[src/rtl/hgcal_fc_pkg.sv]
// Shared constants and the command word type for the HGCAL fast-control encoder.
`timescale 1ns/1ps
package hgcal_fc_pkg;

    localparam int HGCAL_FC_CMD_W = 8;
    localparam logic [HGCAL_FC_CMD_W-1:0] HGCAL_FC_IDLE = 8'hAC;

    typedef logic [HGCAL_FC_CMD_W-1:0] hgcal_fc_cmd_t;

endpackage

[src/rtl/hgcal_fc_cmd_fifo.sv]
// Per-channel synchronous command FIFO; full/empty come from registered occupancy.
`timescale 1ns/1ps
module hgcal_fc_cmd_fifo
    import hgcal_fc_pkg::*;
#(
    parameter int WIDTH = HGCAL_FC_CMD_W,
    parameter int DEPTH = 8
) (
    input  logic             clk,
    input  logic             reset,
    input  logic             push,
    input  logic [WIDTH-1:0] push_data,
    input  logic             pop,
    output logic [WIDTH-1:0] head,
    output logic             full,
    output logic             empty
);

    localparam int AW = $clog2(DEPTH);

    logic [AW-1:0]    wr_ptr_q, wr_ptr_d;
    logic [AW-1:0]    rd_ptr_q, rd_ptr_d;
    logic [AW:0]      count_q, count_d;
    logic [WIDTH-1:0] mem_q [DEPTH];
    logic             do_push, do_pop;

    assign full  = (count_q == (AW+1)'(DEPTH));
    assign empty = (count_q == '0);
    assign head  = mem_q[rd_ptr_q];

    // DEPTH is a power of two, so the pointers wrap naturally.
    always_comb begin
        do_push  = push & ~full;
        do_pop   = pop & ~empty;
        wr_ptr_d = wr_ptr_q + AW'(do_push);
        rd_ptr_d = rd_ptr_q + AW'(do_pop);
        count_d  = count_q + (AW+1)'(do_push) - (AW+1)'(do_pop);
    end

    always_ff @(posedge clk) begin
        if (reset) begin
            wr_ptr_q <= '0;
            rd_ptr_q <= '0;
            count_q  <= '0;
        end else begin
            wr_ptr_q <= wr_ptr_d;
            rd_ptr_q <= rd_ptr_d;
            count_q  <= count_d;
        end
    end

    always_ff @(posedge clk) begin
        if (do_push) begin
            mem_q[wr_ptr_q] <= push_data;
        end
    end

endmodule

[src/rtl/hgcal_fast_control_encoder.sv]
// Multi-channel fast-control encoder: per-channel command FIFOs, IDLE fill,
// broadcast preemption and BX phase realignment, serialised MSB first.
`timescale 1ns/1ps
module hgcal_fast_control_encoder
    import hgcal_fc_pkg::*;
#(
    parameter int               NUM_CH     = 4,
    parameter int               CMD_W      = HGCAL_FC_CMD_W,
    parameter int               FIFO_DEPTH = 8,
    parameter logic [CMD_W-1:0] IDLE_CMD   = CMD_W'(HGCAL_FC_IDLE)
) (
    input  logic                    clk320,
    input  logic                    reset,
    input  logic                    bx_sync,
    input  logic [NUM_CH*CMD_W-1:0] cmd_data,
    input  logic [NUM_CH-1:0]       cmd_valid,
    output logic [NUM_CH-1:0]       cmd_ready,
    input  logic [CMD_W-1:0]        bcast_data,
    input  logic                    bcast_valid,
    output logic [NUM_CH-1:0]       fc_elink,
    output logic                    bx_strobe,
    output logic [NUM_CH-1:0]       overflow
);

    localparam int PH_W = (CMD_W > 1) ? $clog2(CMD_W) : 1;

    logic [PH_W-1:0]   phase_q, phase_d;
    logic              load;
    logic [NUM_CH-1:0] full, empty, push, pop;
    logic [NUM_CH-1:0] overflow_q, overflow_d;
    logic [CMD_W-1:0]  head [NUM_CH];
    logic [CMD_W-1:0]  sr_q [NUM_CH];
    logic [CMD_W-1:0]  sr_d [NUM_CH];

    for (genvar c = 0; c < NUM_CH; c++) begin : g_ch
        hgcal_fc_cmd_fifo #(
            .WIDTH (CMD_W),
            .DEPTH (FIFO_DEPTH)
        ) u_fifo (
            .clk       (clk320),
            .reset     (reset),
            .push      (push[c]),
            .push_data (cmd_data[c*CMD_W +: CMD_W]),
            .pop       (pop[c]),
            .head      (head[c]),
            .full      (full[c]),
            .empty     (empty[c])
        );
    end

    // A load ends the current BX: either the natural last bit or a forced realignment.
    always_comb begin
        load       = (phase_q == PH_W'(CMD_W-1)) | bx_sync;
        phase_d    = load ? '0 : phase_q + PH_W'(1);
        push       = cmd_valid & ~full;
        overflow_d = overflow_q | (cmd_valid & full);
        pop        = '0;
        for (int c = 0; c < NUM_CH; c++) begin
            sr_d[c] = sr_q[c] << 1;
            if (load) begin
                if (bcast_valid) begin
                    sr_d[c] = bcast_data;
                end else if (!empty[c]) begin
                    sr_d[c] = head[c];
                    pop[c]  = 1'b1;
                end else begin
                    sr_d[c] = IDLE_CMD;
                end
            end
        end
    end

    always_ff @(posedge clk320) begin
        if (reset) begin
            phase_q    <= '0;
            overflow_q <= '0;
            for (int c = 0; c < NUM_CH; c++) begin
                sr_q[c] <= IDLE_CMD;
            end
        end else begin
            phase_q    <= phase_d;
            overflow_q <= overflow_d;
            for (int c = 0; c < NUM_CH; c++) begin
                sr_q[c] <= sr_d[c];
            end
        end
    end

    always_comb begin
        for (int c = 0; c < NUM_CH; c++) begin
            fc_elink[c] = sr_q[c][CMD_W-1];
        end
        bx_strobe = (phase_q == '0);
        cmd_ready = ~full;
        overflow  = overflow_q;
    end

endmodule

[config.mk]
export PLATFORM = sky130hd
export DESIGN_NAME = hgcal_fast_control_encoder
export DESIGN_NICKNAME = d
export VERILOG_FILES = /design/src/rtl/hgcal_fc_pkg.sv /design/src/rtl/hgcal_fc_cmd_fifo.sv /design/src/rtl/hgcal_fast_control_encoder.sv
export SDC_FILE = /design/constraint.sdc
export NUM_CORES = 1
export LEC_CHECK = 0
export BUFFER_PORTS_ARGS = -buffer_cell sky130_fd_sc_hd__buf_2
export CORE_MARGIN = 8
export CORE_UTILIZATION = 40
export CTS_CLUSTER_DIAMETER = 80
export DETAILED_ROUTE_END_ITERATION = 12
export PLACE_DENSITY = 0.57
export SYNTH_ARGS = -nofsm -noshare
export SYNTH_HDL_FRONTEND = slang
export SYNTH_SLANG_ARGS = --single-unit
[constraint.sdc]
create_clock -name clk320 -period 7.9 [get_ports clk320]
set_input_delay 1.185 -clock clk320 [delete_from_list [all_inputs] [get_ports clk320]]
set_output_delay 1.185 -clock clk320 [all_outputs]
set_load 0.05 [all_outputs]
==> flow_metrics.py <==
metrics = {
    "clock_tree": {
        "postCtsSetupRepairBufs": 0,
        "holdBufCountCts": 0,
        "cts_tree": "done",
        "cts_sinks": 335,
        "clockRootBuffer": "clkbuf_16",
        "cts_max_level": 2,
        "clock_path_buffers": 3,
        "numCtsBuffers": 37,
        "clk_pin_slew_ps": 60,
        "ctsResizeCount": 0,
        "insertion_delay_ps": 500,
    },
    "sta": {
        "final_hold_viol_count": 0,
        "finalCritPeriodShare": 0.362,
        "clock.fmax_ghz": 0.350,
        "finalSetupViolCount": 0,
        "maxSlewViolCount": 0,
        "max_slew_margin": 0.302,
        "skew_ps": 14.9,
        "fin_setup_tns_ps": 0,
        "min_period_ps": 2860,
        "tightest_slew_ps": 1040,
        "fin_ws_ps": 5040,
        "rsz0062_at_grt": "false",
    },
    "critical_path": {
        "critical_path.cell_chain": "ha_1 -> ha_1 -> o21bai_4 -> nor2_1 -> ha_1 -> inv_1 -> ha_1 -> inv_1 -> fa_1 -> xor2_1 -> nor2_1",
        "crit_path_frequent_cell": "ha_1",
        "crit_fanout": 18,
        "ff2ff_path_depth": 11,
        "critPathMaxStageDelay_ps": 560,
        "critPathRequiredTime_ps": 8250,
        "cp.arrival_ps": 3210,
        "worstPathBufferInverterCount": 2,
        "crit_slowest_cell": "o21bai_4",
        "cp_num_cells": 11,
        "cpLargestDelayFamily": "adder cells",
        "cp-start-kind": "flip-flop",
        "cp-end-kind": "flip-flop",
        "critical_path_class": "reg -> reg",
    },
    "outcome": {
        "status": "complete, no violations",
    },
    "synth": {
        "ys_warn_count": 0,
        "syn_inst": 797,
        "synth_cell_types": 46,
        "syn_nets": 888,
        "syn-cell-area_um2": 13400,
        "ys_seq_elements": 335,
        "synth_seq_area_share": 0.691,
        "avgSynthCellArea_um2": 16.8,
        "async_flop_share": 0,
        "synth_top_flop_cell": "edfxtp_1",
        "synth_edf_count": 256,
    },
    "finish": {
        "final_cell_mix": "edfxtp_1 (256), dfxtp_1 (79), nor2_1 (70)",
        "area_growth_pct": 13.8,
        "layout_commonest_cell": "edfxtp_1",
        "final_nets": 959,
        "n_antenna_cell": 0,
        "final_util": 0.459,
        "final_cell_count_no_fill": 1342,
        "drive_above_1_share": 0.196,
    },
    "grt": {
        "grt_pass1_wl_mm": 41.2,
        "gr-usage-met2": 0.216,
        "grt_pass1_vias": 6992,
        "track_usage": 0.137,
        "busiest_layer": "met2",
        "use_met3": 0.0276,
        "gr-total-overflow": 0,
        "grt_max_degree": 57,
        "antenna_found_initial": 3,
        "grtUsageMet1": 0.193,
    },
    "drt": {
        "first_iter_violations": 345,
        "route.detailed.drc": 0,
        "vias_per_cell": 5.11,
        "drt-total-wl_mm": 27.2,
        "avgRoutedWirePerCell_um": 20.3,
        "vias": 6858,
        "drtPass1Iterations": 4,
        "ant_nets": 0,
    },
    "die": {
        "top_level_ports": 61,
        "die_area_um2": 39700,
        "core_area_um2": 33300,
        "rows": 67,
        "dieHeight_um": 199,
        "dieWidth_um": 199,
        "initial_core_util": 0.403,
    },
    "worst_hold_path": {
        "whs_path_depth": 2,
        "hold_class": "reg -> reg",
    },
    "power_and_ir_drop": {
        "ir_worst_vdd_mv": 0.191,
        "p_per_area_nw_per_um2": 298,
        "leakage_nw": 5.20,
    },
    "placement": {
        "place.gp.congestion": 0.754,
        "place_hpwl_mm": 17.9,
        "pre_cts_slack_ps": 4530,
        "port_buffers": 60,
        "dp_cells": 1277,
    },
    "job": {
        "cap_violations": 0,
    },
}
[registers in the layout, indices dropped and copies added, names as in the netlist]
| register | count |
|---|---|
| g_ch.u_fifo.count_q | 16 |
| g_ch.u_fifo.mem_q | 256 |
| g_ch.u_fifo.rd_ptr_q | 12 |
| g_ch.u_fifo.wr_ptr_q | 12 |
| overflow | 4 |
| phase_q | 3 |
| sr_q | 32 |
[path summary, 6_finish.rpt]
kind | startpoint | endpoint | slack (ps)
max | phase_q[0] | g_ch[3].u_fifo.count_q[2] | 5040
min | sr_q[1][3] | sr_q[1][4] | 440
max reg2reg | phase_q[0] | g_ch[3].u_fifo.count_q[2] | 5040
min reg2reg | sr_q[1][3] | sr_q[1][4] | 440
[tightest hold or removal path, stage by stage (launching register included)]
cell     delay, ps
dfxtp_1        310
a21oi_1         50
nand2_1         50
[report_power, final]
group / switching, W / total (W) / leakage (nW) / internal (W)
registers: 0.0000923 / 0.00215 / 2.97 / 0.00206
logic: 0.000446 / 0.000798 / 1.67 / 0.000351
clock network: 0.000649 / 0.00161 / 0.560 / 0.000957
total: 0.00119 / 0.00455 / 5.20 / 0.00337
[cell families after synthesis]
group,count (synthesis),share of synthesized area
muxes,68,0.114
and+or+nand+nor,183,0.0725
AOI/OAI and AO/OA,89,0.0460
buffers and inverters,63,0.0245
xor gates and xnor gates,16,0.0104
DFF,335,0.691
adders and majority gates,43,0.0423
[synth_stat cells, types with 4 or more instances]
cell      number  area, µm²
nor2b_1       20        125
buf_6          4       45.0
buf_2         16       80.1
o211ai_1       4       30.0
nor3b_1        4       30.0
ha_1          39        488
nor3_1         9       45.0
a31oi_1        4       25.0
a21o_1         4       30.0
nor2_1        70        263
edfxtp_1     256       7690
and3_1         5       31.3
a21oi_1       18       90.1
mux4_1        25        657
nand4_1        4       25.0
a22oi_1       12       90.1
mux2i_1        8       80.1
fa_1           4       80.1
a311oi_1       4       35.0
nand3_1        4       20.0
clkbuf_1       9       33.8
and2_1         6       37.5
o22ai_1       30        188
buf_4          7       52.6
mux4_2        35        788
or4_4          4       45.0
xnor2_1       13        114
a21boi_0       4       30.0
inv_1         26       97.6
dfxtp_1       79       1580
and4_1         4       35.0
nand3b_1       8       60.1
nand2b_1       8       50.1
nand2_1       26       97.6
[layer usage]
layer  up-vias  wire [µm]  part of all wire
met1      3440      12700              0.47
li1       3259          -                 -
met4         6        459             0.017
met3        42       1130             0.042
met2       111      12800              0.47
met5         -         40            0.0015
[metrics by stage]
step / instance area, µm² / hold WS, ps / total power (W)
6_report: 15300 / 436 / 0.00455
5_1_grt: 15300 / 447 / 0.00477
4_1_cts: 15300 / 436 / 0.00461
3_5_place_dp: 14100 / 423 / 0.00300
3_3_place_gp: 14100 / 415 / 0.00298
2_1_floorplan: 13400 / 406 / 0.00278
[cell type report]
type,instances,area [µm²]
multi-input cells,399,3840
well taps,448,561
inverters,26,97.6
clock inverters,12,93.8
clock buffers,53,1050
repair buffers,69,368
fillers,2909,18000
flip-flops and latches,335,9270
Note: power is estimated with default switching activity, not from simulation.
